**src/rtl/haddoc_ocm_pkg.sv**
```systemverilog
// ============================================================================
// haddoc_ocm_pkg : constants and state type shared by the OCM reader/writer
// Rev 1.0
// ============================================================================
`default_nettype none

package haddoc_ocm_pkg;

    localparam int OCM_ADDR_W = 17;
    localparam int PIX_W      = 8;
    localparam int IMG_PIXELS = 784;
    localparam int NB_CLASSES = 10;
    localparam int ARGMAX_W   = 7;

    typedef enum logic [2:0] {
        IDLE    = 3'd0,
        ARM     = 3'd1,
        WAIT_DV = 3'd2,
        WRITE   = 3'd3,
        STATUS  = 3'd4,
        DONE    = 3'd5
    } wr_state_t;

endpackage

`default_nettype wire

```
**src/rtl/running_argmax.sv**
```systemverilog
// ============================================================================
// running_argmax : tracks index of the largest signed value seen since clr
// Rev 1.0
// ============================================================================
`default_nettype none

module running_argmax #(
    parameter int DATA_W = 8,
    parameter int IDX_W  = 7
) (
    input  logic                     clk,
    input  logic                     reset,
    input  logic                     clr,
    input  logic                     en,
    input  logic [IDX_W-1:0]         idx,
    input  logic signed [DATA_W-1:0] value,
    output logic [IDX_W-1:0]         best_idx
);

    logic signed [DATA_W-1:0] r_best_val;

    // clr together with en seeds the search with the first element of a vector;
    // strict '>' keeps the lower index on ties.
    always_ff @(posedge clk or posedge reset) begin
        if (reset) begin
            best_idx   <= '0;
            r_best_val <= '0;
        end else if (clr) begin
            best_idx   <= en ? idx : '0;
            r_best_val <= en ? value : '0;
        end else if (en && (value > r_best_val)) begin
            best_idx   <= idx;
            r_best_val <= value;
        end
    end

endmodule

`default_nettype wire

```
**src/rtl/haddoc_result_writer.sv**
```systemverilog
// ============================================================================
// haddoc_result_writer : serialises CNN result vectors + status byte into OCM1
// Rev 1.0
// ============================================================================
`default_nettype none

module haddoc_result_writer
    import haddoc_ocm_pkg::*;
#(
    parameter int          NB_OUT     = NB_CLASSES,
    parameter int          DATA_W     = PIX_W,
    parameter int          ADDR_W     = OCM_ADDR_W,
    parameter int          NB_VECTORS = 1,
    parameter int unsigned BASE_ADDR  = 0
) (
    input  logic                     clk,
    input  logic                     reset,
    input  logic                     start,
    output logic                     finish,
    output logic                     busy,
    output logic                     overflow,
    output logic [ARGMAX_W-1:0]      argmax,
    input  logic [NB_OUT*DATA_W-1:0] in_data,
    input  logic                     in_dv,
    output logic [ADDR_W-1:0]        ocm1_addr,
    output logic [DATA_W-1:0]        ocm1_writedata,
    output logic                     ocm1_chip,
    output logic                     ocm1_clk_enab,
    output logic                     ocm1_write
);

    localparam int c_VEC_W  = $clog2(NB_VECTORS + 1);
    localparam int c_ELEM_W = $clog2(NB_OUT + 1);
    localparam logic [c_ELEM_W-1:0] c_LAST_ELEM   = c_ELEM_W'(NB_OUT - 1);
    localparam logic [c_VEC_W-1:0]  c_LAST_VEC    = c_VEC_W'(NB_VECTORS - 1);
    localparam logic [ADDR_W-1:0]   c_BASE        = ADDR_W'(BASE_ADDR);
    localparam logic [ADDR_W-1:0]   c_STATUS_ADDR = ADDR_W'(BASE_ADDR + NB_VECTORS * NB_OUT);

    wr_state_t                 r_state, w_state_nx;
    logic [c_VEC_W-1:0]        r_vec_cnt, w_vec_nx;
    logic [c_ELEM_W-1:0]       r_elem_cnt, w_elem_nx;
    logic [NB_OUT*DATA_W-1:0]  r_capture, w_src;
    logic [DATA_W-1:0]         w_chan;
    logic [ADDR_W-1:0]         w_addr_nx;
    logic [7:0]                w_status8;
    logic [ARGMAX_W-1:0]       w_best_idx, w_argmax_nx;
    logic                      w_overflow_nx, w_vec_done;

    always_comb begin
        w_state_nx = r_state;
        w_vec_nx   = r_vec_cnt;
        w_elem_nx  = r_elem_cnt;
        unique case (r_state)
            IDLE:    if (start) w_state_nx = ARM;
            ARM: begin
                w_vec_nx   = '0;
                w_elem_nx  = '0;
                w_state_nx = start ? WAIT_DV : IDLE;
            end
            WAIT_DV: begin
                if (!start) begin
                    w_state_nx = IDLE;
                end else if (in_dv) begin
                    w_state_nx = WRITE;
                    w_elem_nx  = '0;
                end
            end
            WRITE: begin
                if (!start) begin
                    w_state_nx = IDLE;
                end else if (r_elem_cnt == c_LAST_ELEM) begin
                    w_vec_nx   = r_vec_cnt + 1'b1;
                    w_state_nx = (r_vec_cnt == c_LAST_VEC) ? STATUS : WAIT_DV;
                end else begin
                    w_elem_nx  = r_elem_cnt + 1'b1;
                end
            end
            STATUS:  w_state_nx = DONE;
            DONE:    if (!start) w_state_nx = IDLE;
            default: w_state_nx = IDLE;
        endcase
    end

    // Outputs are registered, so each edge loads what the next state presents;
    // element 0 is taken straight from in_data because capture is loading in parallel.
    assign w_src      = (r_state == WAIT_DV) ? in_data : r_capture;
    assign w_chan     = w_src[int'(w_elem_nx) * DATA_W +: DATA_W];
    assign w_addr_nx  = c_BASE + ADDR_W'(w_vec_nx) * ADDR_W'(NB_OUT) + ADDR_W'(w_elem_nx);
    assign w_vec_done = (r_state == WRITE) && start && (r_elem_cnt == c_LAST_ELEM);

    always_comb begin
        w_overflow_nx = overflow;
        if (w_state_nx == ARM)
            w_overflow_nx = 1'b0;
        else if (in_dv && ((r_state == WRITE) || (r_state == STATUS)))
            w_overflow_nx = 1'b1;

        w_argmax_nx = argmax;
        if (w_state_nx == ARM)
            w_argmax_nx = '0;
        else if (w_vec_done)
            w_argmax_nx = w_best_idx;
    end

    assign w_status8 = {w_overflow_nx, w_argmax_nx};

    running_argmax #(
        .DATA_W (DATA_W),
        .IDX_W  (ARGMAX_W)
    ) u_argmax (
        .clk      (clk),
        .reset    (reset),
        .clr      ((w_state_nx == ARM) || ((w_state_nx == WRITE) && (w_elem_nx == '0))),
        .en       (w_state_nx == WRITE),
        .idx      (ARGMAX_W'(w_elem_nx)),
        .value    (w_chan),
        .best_idx (w_best_idx)
    );

    always_ff @(posedge clk or posedge reset) begin
        if (reset) begin
            r_state        <= IDLE;
            r_vec_cnt      <= '0;
            r_elem_cnt     <= '0;
            r_capture      <= '0;
            overflow       <= 1'b0;
            argmax         <= '0;
            finish         <= 1'b0;
            busy           <= 1'b0;
            ocm1_addr      <= '0;
            ocm1_writedata <= '0;
            ocm1_chip      <= 1'b0;
            ocm1_clk_enab  <= 1'b0;
            ocm1_write     <= 1'b0;
        end else begin
            r_state    <= w_state_nx;
            r_vec_cnt  <= w_vec_nx;
            r_elem_cnt <= w_elem_nx;
            overflow   <= w_overflow_nx;
            argmax     <= w_argmax_nx;
            if ((r_state == WAIT_DV) && in_dv)
                r_capture <= in_data;
            finish <= (w_state_nx == DONE);
            busy   <= (w_state_nx inside {ARM, WAIT_DV, WRITE, STATUS});
            ocm1_chip     <= (w_state_nx inside {WRITE, STATUS});
            ocm1_clk_enab <= (w_state_nx inside {WRITE, STATUS});
            ocm1_write    <= (w_state_nx inside {WRITE, STATUS});
            if (w_state_nx == STATUS) begin
                ocm1_addr      <= c_STATUS_ADDR;
                ocm1_writedata <= DATA_W'(w_status8);
            end else if (w_state_nx == WRITE) begin
                ocm1_addr      <= w_addr_nx;
                ocm1_writedata <= w_chan;
            end else begin
                ocm1_addr      <= '0;
                ocm1_writedata <= '0;
            end
        end
    end

endmodule

`default_nettype wire

```
**config.mk**
```make
export PLATFORM = sky130hd
export DESIGN_NAME = haddoc_result_writer
export DESIGN_NICKNAME = d
export VERILOG_FILES = /design/src/rtl/haddoc_ocm_pkg.sv /design/src/rtl/running_argmax.sv /design/src/rtl/haddoc_result_writer.sv
export SDC_FILE = /design/constraint.sdc
export NUM_CORES = 1
export LEC_CHECK = 0
export CORE_ASPECT_RATIO = 0.9
export CORE_MARGIN = 3
export CORE_UTILIZATION = 30
export DETAILED_ROUTE_END_ITERATION = 6
export GPL_TIMING_DRIVEN = 0
export HOLD_SLACK_MARGIN = 0.12
export PLACE_DENSITY_LB_ADDON = 0.2
export SLEW_MARGIN = 20
export SYNTH_ARGS = -nofsm -noshare
export SYNTH_HDL_FRONTEND = slang
export SYNTH_SLANG_ARGS = --single-unit
export TNS_END_PERCENT = 1
```
**constraint.sdc**
```tcl
create_clock -name clk -period 4.67 [get_ports clk]
set_clock_uncertainty 0.1 [all_clocks]
set_input_delay 0.934 -clock clk [delete_from_list [all_inputs] [get_ports clk]]
set_output_delay 0.934 -clock clk [all_outputs]
set_load 0.02 [all_outputs]
```
Yosys cells after proc, flatten, opt, wreduce, memory -nomap -nowiden
Cells that the tools add are included.
Widths: inputs -> output; s select.
{ "op_classes": {"shifts": 1, "magnitude_cmp": 1, "n_addsub": 3, "n_reduce_logical": 13, "n_mul": 1, "mux": 31, "n_eq_ne": 11} }
{ "ops": {"columns": ["op", "n"], "rows": [
  ["$mux 80", 1],
  ["$shiftx 80x8->8", 1],
  ["$mux 8", 4],
  ["$mux 7", 4],
  ["$mux 3", 7],
  ["$mux 4", 5],
  ["$pmux 3 s6", 1],
  ["$eq 3x2->1 const B", 4],
  ["$eq 3x3->1 const B", 4],
  ["$mux 6", 2],
  ["$pmux 4 s3", 1],
  ["$gt 8x8->1", 1],
  ["$add 5x4->6", 1],
  ["$eq 3x1->1 const B", 2],
  ["$logic_and 1x1->1", 6],
  ["$add 4x1->4 const B", 1],
  ["$eq 4x4->1 const B", 1],
  ["$logic_not 4->1", 1],
  ["$mul 1x3->4 const B", 1],
  ["$mux 1", 4],
  ["$reduce_bool 2->1", 2],
  ["$reduce_bool 4->1", 1],
  ["$logic_not 3->1", 1],
  ["$logic_or 1x1->1", 2],
  ["3 further kinds", 3]
]} }
{ "totals": {"register_bits": 139, "in_bits": 84, "out_inout_bits": 38, "word_cells": 74} }

Longest topological paths before layout
Gate-level depths: netlist (run 1).
{ "logic_depth": {"ltp_word": 9, "depth_mapped": 24, "mapped_depth_nobuf": 18} }

Hierarchy
A second synthesis (run 1) with hierarchy kept.
{ "hier_totals": {"cells_unflattened": 621, "area_unflattened_um2": 7173.1} }
{ "by_module_without_submodules": {"columns": ["module", "area_each_um2", "cells_per_inst", "seq_area_each_um2", "instances"], "rows": [
  ["haddoc_result_writer", 6114.6, 513, 2802.7, 1],
  ["running_argmax", 1058.5, 108, 375.4, 1]
]} }

Worst setup path before layout (run 1)
No wires, ideal clock.
{ "synth_timing": {"path_type": "input port to flip-flop", "from": "in start", "to": "reg u_argmax.r_best_val[3]", "arrival_ps": 4459, "required_ps": 4438, "cell_stages": 21, "setup_time_ps": 132, "setup_slack_ps": -21, "cell_sequence": "buf_2 > inv_1 > or4_1 > buf_2 > and3_1 > buf_6 > clkinv_8 > buf_8 > mux2i_1 > mux2i_1 > a211oi_2 > nand2_1 > ha_1 > a21oi_1 > nor2b_1 > o311ai_0 > a21oi_1 > o31a_1 > buf_2 > o21ai_0 > a21oi_1"} }
{ "synth_via": {"elab_chain_len": 6} }
{ "synth_rtl": {"columns": ["element", "line", "text"], "rows": [
  ["start, declared", "haddoc_result_writer.sv:18", "input logic start,"],
  ["$mux 4 (tied with other cells)", "haddoc_result_writer.sv:69", "if (!start) begin"],
  ["$pmux 4 s3 / $pmux 3 s6 (equally long branches)", "haddoc_result_writer.sv:53", "unique case (r_state)"],
  ["$shiftx 80x8->8 (tied with other cells)", "haddoc_result_writer.sv:87", "assign w_chan = w_src[int'(w_elem_nx) * DATA_W +: DATA_W];"],
  ["$gt 8x8->1 / $logic_and 1x1->1 (equally long branches)", "running_argmax.sv:31, haddoc_result_writer.sv:113", null],
  ["$logic_and 1x1->1 / $logic_or 1x1->1 (equally long branches)", "running_argmax.sv:31, haddoc_result_writer.sv:113", null],
  ["$reduce_bool 2->1 (no line) / $mux 8 (equally long branches)", null, null],
  ["end signal, assigned", "running_argmax.sv:30", "r_best_val <= en ? value : '0;"],
  ["end signal, assigned", "running_argmax.sv:33", "r_best_val <= value;"],
  ["end, declared", "running_argmax.sv:20", "logic signed [DATA_W-1:0] r_best_val;"]
]} }
Several ways; a longest one is shown, not always the timed one. The select of a mux whose other input is x is not followed.
A chain may end at the register's enable or synchronous reset.

Worst setup path after layout (run 1)
{ "layout_timing": {"from": "reg r_elem_cnt[0]", "to": "reg u_argmax.r_best_val[4]"} }
{ "layout_via": {"elab_chain_len": 8} }
{ "layout_rtl": {"columns": ["element", "line", "text"], "rows": [
  ["start, declared", "haddoc_result_writer.sv:41", "logic [c_ELEM_W-1:0] r_elem_cnt, w_elem_nx;"],
  ["start signal, assigned", "haddoc_result_writer.sv:138", "r_elem_cnt <= w_elem_nx;"],
  ["$add 4x1->4 / $eq 4x4->1 (equally long branches)", "haddoc_result_writer.sv:75, haddoc_result_writer.sv:71", null],
  ["$mux 4 / $mux 3 (equally long branches)", "haddoc_result_writer.sv:71", "end else if (r_elem_cnt == c_LAST_ELEM) begin"],
  ["$mux 4 / $mux 3 (equally long branches)", "haddoc_result_writer.sv:69", null],
  ["$pmux 4 s3 / $pmux 3 s6 (equally long branches)", "haddoc_result_writer.sv:53", null],
  ["$shiftx 80x8->8 (tied with other cells)", "haddoc_result_writer.sv:87", null],
  ["$gt 8x8->1 / $logic_and 1x1->1 (equally long branches)", "running_argmax.sv:31, haddoc_result_writer.sv:113", null],
  ["$logic_and 1x1->1 / $logic_or 1x1->1 (equally long branches)", "running_argmax.sv:31, haddoc_result_writer.sv:113", null],
  ["$reduce_bool 2->1 (no line) / $mux 8 (equally long branches)", null, null]
]} }
Several ways; a longest one is shown, not always the timed one. The select of a mux whose other input is x is not followed.

==> flow_summary.toml, run 1 <==
[cells_and_area]
antenna_cells = 0
syn2layout_area_growth_pct = 39.5
nets = 991
layout-drive-gt1-share_pct = 25.4
seq_area_um2 = 3100
fillers = 2189
final_area_um2 = 9640
multi_input_area_um2 = 3620

[placed_design]
place_area_um2 = 8440
place_congestion = 0.817
post-place-ws_ps = -1180
numPortBuffers = 108
dp_hpwl_mm = 16.2

[clock_network]
cts_tree = "built"
clk_latency_ps = 430
cts_sinks = 124
htreeDepth = 4
root_buffer = "clkbuf_16"
clk_pin_slew_worst_paths_ps = 60
cts_buffers = 17
cts.path.max_buffers = 2

[worst_setup_path]
start_kind = "flip-flop"
cp-end-kind = "flip-flop"
r2r_start = "r_elem_cnt[0]$_DFF_PP0_"
path_class = "reg2reg"
r2r-end = "u_argmax.r_best_val[4]$_DFFE_PP0P_"
cp.required_ps = 4880
cp_max_fo = 10
ff2ff_setup_slack_ps = 140
rr_worst_depth = 21
cp.arrival_ps = 4740

[floorplanning]
die_area_um2 = 24900
rows = 52
design.core.area_um2 = 22600
die_y_um = 150
start_util_pct = 30.6
io_pins = 122
die_w_um = 166

[synth]
synth_edf_count = 0
syn_area_per_cell_um2 = 9.50
synth_top_area_cell = "dfrtp_1"
synth.most_common_cell = "nand2_1"
synth-compound-area-share_pct = 18.4
postSynthCellCount = 727
synth_mux_area_share_pct = 13.3
syn_area_um2 = 6910
ys_ff_latch = 124
synthArstFlopShare_pct = 100
synth_warnings = 0
synth_cell_type_count = 58
synth_top_family_by_area = "compound AO/OA/AOI/OAI gates"
synth_area_leaders = "dfrtp_1 (45%), mux2_2 (12%), nand2_1 (7.6%)"
synthAdderAreaFrac_pct = 2.50
synth_xor_area_share_pct = 0.127
synth_commonest_cells = "nand2_1 (139), dfrtp_1 (124), mux2_2 (71)"
synth_top_cell_area_share_pct = 44.9
ys.flop_type = "dfrtp_1"
synth-simple-area-share_pct = 13.5
seq_area_frac_synth_pct = 44.9

[global_routing]
grtUsageTotal_pct = 18.1
grt_overflow_total = 0
grt_pass1_wl_mm = 34.4
grt_max_degree = 91
grt_pass1_vias = 5864
antenna_found_initial = 0

[sta]
finalMaxSlewViolations = 0
tightest_slew_ps = 927
max_slew_margin_pct = 37.7
fin_crit_sh_pct = 97.1
setup_viol = 0
rsz0062_at_grt = "yes"
hold_viol = 0
fin_crit_ps = 4530
timing.fmax_mhz = 221
layout_setup_ws_ps = 138

[power_and_ir_drop]
p_sw_mw = 1.63
leakagePower_nw = 4.05
p_seq_share_pct = 34.2
combPwrFrac_pct = 36.2
swShare_pct = 33.5
internal_power_mw = 3.25
power.density_nw_per_um2 = 507
total_power_mw = 4.88
irDropWorstVdd_v = 0.000193
p_clk_share_pct = 29.6

[flow_run]
max_cap_violations = 0

[route]
ant_nets = 0
drt_iter0_markers = 475
vias = 6086
wl_per_cell_um = 18.8
drt_wl_total_mm = 22.6
remaining_drc_errors = 0
drt-pass1-iter-count = 4
vias_per_cell = 5.05

[worst_hold_path]
hold_path_depth = 1
worstHoldStart = "r_capture[7]$_DFFE_PP0P_"
hp-class = "reg2reg"
min_to = "r_capture[7]$_DFFE_PP0P_"

[outcome]
status = "finished clean"
[through the flow]
step,setup TNS (ps),hold slack [ps],util (%),instances
after floorplan,0,375,-,738
after global placement,-234110,386,37.2,1143
after detailed placement,-13830,395,37.4,1144
after CTS,0,408,41.2,1191
after global routing,-423,417,42.7,1204
final,0,405,42.7,1204
[per-layer routing]
metal / vias up / GRT usage [%] / part of all wire, % / routed length, um
met1: 2996 / 25.8 / 48 / 10800
met3: 24 / 4.23 / 5.6 / 1260
met2: 188 / 28.0 / 45 / 10200
met5: - / 0 / 0 / 0
met4: 0 / 4.49 / 1.2 / 275
li1: 2878 / - / - / -
[cells in the final DEF, fill, tap and decap left out, types with 4 or more instances in the layout]
cell	count
mux2_2	71
a211o_1	4
clkbuf_2	6
a211oi_4	4
clkbuf_1	18
dfrtp_1	123
nor2_1	24
buf_6	9
a211oi_2	9
nand3_2	4
o21ai_0	23
buf_4	43
and3_1	6
inv_1	29
ha_1	10
a21oi_1	67
o211ai_1	9
mux2i_1	8
conb_1	12
nand2_1	138
a31oi_1	11
clkdlybuf4s50_1	107
clkinvlp_4	6
a211oi_1	24
buf_2	7
o211a_1	4
bufinv_16	4
nand3_1	13
clkbuf_16	18
o21ai_1	9
[how the worst max path moves through the flow]
stage	start	end	cells past startpoint
floorplan	start	u_argmax.r_best_val[3]$_DFFE_PP0P_	21
global placement	reset	r_capture[77]$_DFFE_PP0P_	2
detailed placement	in_dv	u_argmax.r_best_val[7]$_DFFE_PP0P_	17
CTS	in_dv	u_argmax.r_best_val[3]$_DFFE_PP0P_	20
global route	r_state[0]$_DFF_PP0_	u_argmax.r_best_val[7]$_DFFE_PP0P_	21
finish	r_elem_cnt[0]$_DFF_PP0_	u_argmax.r_best_val[4]$_DFFE_PP0P_	21
[logic make-up (layout without fill, tap and decap cells)]
kind of cell / Yosys count / count (layout)
compound gates: 195 / 195
xor+xnor: 1 / 1
fa+ha+maj: 14 / 14
buf+inv: 94 / 263
flops: 124 / 124
mux: 83 / 83
other cells: 1 / 12
simple gates: 215 / 215
[layout make-up]
class | count | area share, %
plain buffers | 59 | 4.14
clock buffers | 19 | 4.70
clock inverters | 13 | 1.96
inverters | 35 | 1.64
multi-input cells | 520 | 37.6
flip-flops and latches | 124 | 32.2
well taps | 297 | 3.86
repair buffers | 137 | 13.9
[power groups by stage]
stage	logic (mW)	clock network, mW	registers [mW]
floorplan	1.07	0	1.64
global placement	1.51	0	1.66
detailed placement	1.52	0	1.67
CTS	1.60	1.47	1.65
global route	1.95	1.52	1.72
finish	1.77	1.45	1.67
[timing repair]
| action | 4_1_cts | 5_1_grt |
|---|---|---|
| gates resized for setup | 30 | 57 |
| buffers inserted | 15 | 11 |
| cloned | 0 | 2 |
| hold buffers | 0 | 0 |
| pin swaps | 8 | 16 |
| endpoints found under the setup margin | 12 | 12 |
[flip-flops by register name, indices dropped and copies added (netlist names)]
register,flops
argmax,7
busy,1
ocm1_write,1
u_argmax.best_idx,4
r_elem_cnt,4
finish,1
r_capture,80
u_argmax.r_best_val,8
r_state,3
r_vec_cnt,1
ocm1_addr,5
overflow,1
ocm1_writedata,8
[critical path: stages, from the launching register on]
cell,delay (ps)
dfrtp_2,410
ha_2,180
and3b_1,180
buf_6,130
or4_4,420
buf_6,150
and3_4,160
buf_6,130
buf_6,140
a211oi_1,230
a311oi_1,110
a211oi_2,330
nand2_1,180
ha_4,300
nand2b_1,50
a21oi_1,160
o311ai_1,120
a21oi_1,160
o31a_1,310
buf_6,200
o221a_2,200
a21oi_1,60
(Power assumes the default switching activity.)
==> run 2, diff against run 1 <==
Settings changed: ABC_CLOCK_PERIOD_IN_PS set to 4670, CORE_ASPECT_RATIO 0.9 to not set.
==> run 2 against run 1 <==
  * Critical endpoint is now u_argmax.r_best_val[7]$_DFFE_PP0P_
  * Global-route usage about the same
  * Combinational power fell by 3%
  * Largest cell class unchanged
  * Final cell count decreased by 0.91%
  * Maximum frequency decreased by 0.81%
==> flow_summary.toml, run 2 (synthesized netlist as in run 1, its figures left out) <==
[outcome]
status = "finished clean"

[route]
vias_per_cell = 5.10
wl_per_cell_um = 18.8
drt-pass1-iter-count = 5
vias = 6088
drt_wl_total_mm = 22.5
remaining_drc_errors = 0
ant_nets = 0
drt_iter0_markers = 357

[worst_setup_path]
cp_max_fo = 9
rr_worst_depth = 19
crit_family = "compound AO/OA/AOI/OAI gates"
start_kind = "primary input"
slowest_delay_ps = 570
cpMaxStageDelayCell = "or4_4"
path_class = "in2reg"
worstPathCellList = "buf_4 > inv_1 > or4_4 > and3_1 > buf_4 > inv_4 > mux2i_2 > a2111oi_2 > a211oi_2 > nand2_1 > ha_1 > nand2b_1 > a21oi_1 > o311ai_1 > a21oi_1 > o31a_1 > buf_4 > nor3b_1 > a21oi_1"
cp.required_ps = 4900
crit_cells = 19
crit_buf_inv = 5
cp-end-kind = "flip-flop"
cp.arrival_ps = 4800

[floorplanning]
io_pins = 122
die_y_um = 158
rows = 54
design.core.area_um2 = 22200
die_w_um = 158
die_area_um2 = 24900
start_util_pct = 31.1

[sta]
timing.fmax_mhz = 219
setup_viol = 0
hold_viol = 0
tightest_slew_ps = 983
rsz0062_at_grt = "yes"
layout_setup_ws_ps = 101
fin_crit_ps = 4570
timing.hold.ws_ps = 406
fin_crit_sh_pct = 97.8
finalMaxSlewViolations = 0
max_slew_margin_pct = 34.0

[clock_network]
htreeDepth = 4
cts_sinks = 124
cts.path.max_buffers = 2
cts_tree = "built"
root_buffer = "clkbuf_16"
ctsHoldBuffers = 0
cts_buffers = 17
clk_latency_ps = 410
clk_pin_slew_worst_paths_ps = 60

[cells_and_area]
largest-register = "r_capture"
syn2layout_area_growth_pct = 38.5
nets = 999
antenna_cells = 0
largest_reg_flops = 80
fillers = 2187
top_regs = "r_capture x80, ocm1_writedata x8, u_argmax.r_best_val x8"
final_common_cell = "nand2_1"
multi_input_area_um2 = 3590
layout-drive-gt1-share_pct = 25.4
seq_area_um2 = 3110
fin_cells = 1193
final_cell_mix = "nand2_1 (138), dfrtp_1 (122), clkdlybuf4s50_1 (107)"

[flow_run]
max_cap_violations = 0

[global_routing]
grt_pass1_wl_mm = 34.0
grt_max_degree = 72
grtUsageTotal_pct = 18.1
antenna_found_initial = 0
grt_overflow_total = 0
grt_pass1_vias = 5918

[worst_hold_path]
hp-class = "reg2reg"
hold_path_depth = 1

[placed_design]
post-place-ws_ps = -1200
numPortBuffers = 108
place_congestion = 0.811
placedCellCount = 1127
dp_hpwl_mm = 16.2

[power_and_ir_drop]
power.density_nw_per_um2 = 492
leakagePower_nw = 4.06
irDropWorstVdd_v = 0.000214
==> run 2: changes by cell type in the layout (fill, tap and decap cells not counted), sizes merged <==
cell	delta
buf	+8
bufinv	-2
clkbuf	+4
clkinv	+2
clkinvlp	-4
inv	-2
==> run 2: worst paths after layout <==
kind | startpoint | end | slack, ps
max | start | u_argmax.r_best_val[7]$_DFFE_PP0P_ | 100
min | r_capture[51]$_DFFE_PP0P_ | r_capture[51]$_DFFE_PP0P_ | 410
max reg2reg | r_elem_cnt[0]$_DFF_PP0_ | u_argmax.r_best_val[7]$_DFFE_PP0P_ | 120
min reg2reg | r_capture[51]$_DFFE_PP0P_ | r_capture[51]$_DFFE_PP0P_ | 410
max in group asynchronous | reset | ocm1_writedata[4]$_DFF_PP0_ | 2930
min in group asynchronous | reset | finish$_DFF_PP0_ | 840
==> run 2: report_power, final <==
group	internal [mW]	total, mW	switching (mW)
Clock	0.847	1.34	0.488
Combinational	0.830	1.72	0.888
Sequential	1.47	1.66	0.192
Total	3.15	4.71	1.57
==> run 2: through the flow <==
step	cell area [um^2]	setup TNS (ps)	power, mW	util (%)
6_report	9570	0	4.71	43.1
5_1_grt	9570	-62.4	5.00	43.1
4_1_cts	9270	-6.56	4.59	41.7
3_5_place_dp	8420	-14020	3.19	37.9
3_3_place_gp	8380	-232240	3.16	37.7
2_1_floorplan	6950	0	2.71	-
==> run 2: area by class of cell <==
type | instances | area share [%]
clock buffer | 23 | 5.20
sequential | 124 | 32.4
inverter | 35 | 1.65
buffer | 57 | 4.00
multi-input combinational | 520 | 37.6
timing repair buffer | 147 | 14.6
tap | 280 | 3.66
clock inverter | 7 | 0.915
==> run 2: routing by layer <==
layer  share of wire [%]  GRT usage (%)
met5                   0              0
met4                 1.5           4.34
met3                 5.6           4.21
met2                  46           28.5
met1                  47           25.3
==> run 2: worst register-to-register path: cells and delay by family, from the launching register on <==
| kind | cells | cell delay [ps] |
|---|---|---|
| flops | 1 | 410 |
| buf+inv | 3 | 520 |
| simple gates | 7 | 1530 |
| fa+ha+maj | 2 | 480 |
| compound gates | 7 | 1440 |
==> run 2: timing repair <==
item                                   CTS  global route
cloned                                   0             1
gates resized for setup                 34            54
buffers inserted                        17            20
endpoints found under the hold margin    0             0
pin swaps                                8            22
setup endpoints to repair               12            12
==> run 3, diff against run 2 <==
Settings changed: SLEW_MARGIN 20 to not set.
==> run 3 against run 2 <==
  * Power about the same
  * Flip-flop and latch count unchanged
  * First-iteration DRC count down 1.1%
  * Sequential power about the same
  * Via count up 0.23%
  * Register-to-register slack worse by 30 ps
  * Die area unchanged
  * Sequential share of layout area up 0.20 points
  * Critical path type is now reg2reg
  * Critical endpoint unchanged
  * Largest power group unchanged
==> flow_summary.toml, run 3 (synthesized netlist as in run 1, its figures left out) <==
[placed_design]
numPortBuffers = 108
placedCellCount = 1127
place_congestion = 0.811
place_area_um2 = 8410
post-place-ws_ps = -1170
dp_hpwl_mm = 16.2

[route]
wl_per_cell_um = 18.8
remaining_drc_errors = 0
drt-pass1-iter-count = 5
vias = 6102
drt_wl_total_mm = 22.3
ant_nets = 0
drt_iter0_markers = 353
vias_per_cell = 5.14

[power_and_ir_drop]
p_sw_mw = 1.57
irDropWorstVdd_v = 0.000265
p_seq_share_pct = 35.3
combPwrFrac_pct = 35.8
leakagePower_nw = 4.04
swShare_pct = 33.2
internal_power_mw = 3.15
p_clk_share_pct = 28.9
power.density_nw_per_um2 = 495

[worst_hold_path]
hp-class = "reg2reg"

[worst_setup_path]
cp_max_fo = 7
start_kind = "flip-flop"
cp-end-kind = "flip-flop"
path_class = "reg2reg"
cp.required_ps = 4910
cp.arrival_ps = 4830

[clock_network]
cts_tree = "built"
htreeDepth = 4
cts.path.max_buffers = 2
ctsHoldBuffers = 0
clk_pin_slew_worst_paths_ps = 50
cts_sinks = 124
cts_buffers = 17
clk_latency_ps = 430
root_buffer = "clkbuf_16"

[cells_and_area]
syn2layout_area_growth_pct = 37.7
largest_reg_flops = 80
top_regs = "r_capture x80, ocm1_writedata x8, u_argmax.r_best_val x8"
fin_util_pct = 42.8
fin_cells = 1188
nets = 993
antenna_cells = 0
final_common_cell = "nand2_1"
largest-register = "r_capture"
final_cell_mix = "nand2_1 (139), dfrtp_1 (122), clkdlybuf4s50_1 (107)"
final_area_um2 = 9510
layout-drive-gt1-share_pct = 24.9

[global_routing]
grt_pass1_vias = 5766
grt_max_degree = 72
grt_pass1_wl_mm = 33.6
grt_overflow_total = 0
grtUsageTotal_pct = 17.9
antenna_found_initial = 0

[floorplanning]
design.core.area_um2 = 22200
die_area_um2 = 24900
rows = 54
die_w_um = 158
die_y_um = 158
start_util_pct = 31.1
io_pins = 122

[sta]
rsz0062_at_grt = "yes"
tightest_slew_ps = 1030
max_slew_margin_pct = 31.0
timing.fmax_mhz = 218
layout_setup_ws_ps = 85.2
setup_viol = 0
hold_viol = 0
fin_crit_ps = 4580
finalMaxSlewViolations = 0
timing.hold.ws_ps = 405
fin_crit_sh_pct = 98.2

[outcome]
status = "finished clean"

[flow_run]
max_cap_violations = 0
## run 3: cell count changes in the layout (fill, tap and decap cells not counted), moves of 3 or more
cell,change
a21oi_1,-3
a21oi_2,+3
nor2_1,-3
buf_4,-7
clkbuf_1,+5
clkbuf_2,-3
## run 3: through the flow
stage / power, mW / setup TNS (ps)
floorplan: 2.71 / 0
global placement: 3.16 / -232240
detailed placement: 3.19 / -13550
CTS: 4.60 / 0
global route: 5.01 / -1150
finish: 4.71 / 0
## run 3: per-layer routing
layer / wire (um) / vias up / track usage [%] / share of wire (%)
li1: - / 2898 / - / -
met1: 10300 / 2940 / 25.0 / 46
met2: 10200 / 229 / 28.0 / 46
met3: 1380 / 35 / 3.91 / 6.2
met4: 407 / 0 / 5.04 / 1.8
met5: 0 / - / 0 / 0
## run 3: worst paths after layout
check,from,endpoint,slack (ps),cells past startpoint
setup reg to reg,r_elem_cnt[0]$_DFF_PP0_,u_argmax.r_best_val[7]$_DFFE_PP0P_,90,22
max in group asynchronous,reset,ocm1_writedata[4]$_DFF_PP0_,2870,3
hold / removal,argmax[5]$_DFF_PP0_,argmax[5]$_DFF_PP0_,410,1
hold reg to reg,argmax[5]$_DFF_PP0_,argmax[5]$_DFF_PP0_,410,1
min in group asynchronous,reset,ocm1_addr[0]$_DFF_PP0_,850,2
setup / recovery,r_elem_cnt[0]$_DFF_PP0_,u_argmax.r_best_val[7]$_DFFE_PP0P_,90,22
## run 3: power groups by stage
stage	clock network (mW)	registers (mW)	logic, mW
after detailed placement	0	1.67	1.52
after CTS	1.38	1.65	1.57
after floorplan	0	1.64	1.07
after global routing	1.42	1.71	1.87
final	1.36	1.67	1.69
after global placement	0	1.66	1.50
## run 3: worst max-delay path, cell delays in order (launching register included)
cell      delay (ps)
dfrtp_2          410
ha_2             170
and3b_1          180
buf_6            130
or4_4            410
buf_6            150
and3_4           170
buf_6            130
clkinv_8          50
buf_12           110
mux2i_2          210
mux2i_2          120
a211oi_2         340
nand2_1          160
ha_4             270
a21oi_2          110
nor2b_1           50
o311ai_1         280
a21oi_1          110
o31a_1           380
buf_4            170
nor3b_1          130
a21oi_1          150
## run 3: cell type report
cell class / instances / area, um^2
Timing Repair Buffer: 139 / 1330
Sequential cell: 124 / 3110
Tap cell: 280 / 350
Clock buffer: 25 / 515
Fill cell: 2186 / 12700
Multi-Input combinational cell: 520 / 3580
Inverter: 35 / 153
Clock inverter: 6 / 82.6
Buffer: 59 / 393
## run 3: repair_timing
item	CTS	global route
setup endpoints to repair	12	12
pin swaps	6	14
resized for setup	30	47
setup buffers	12	18
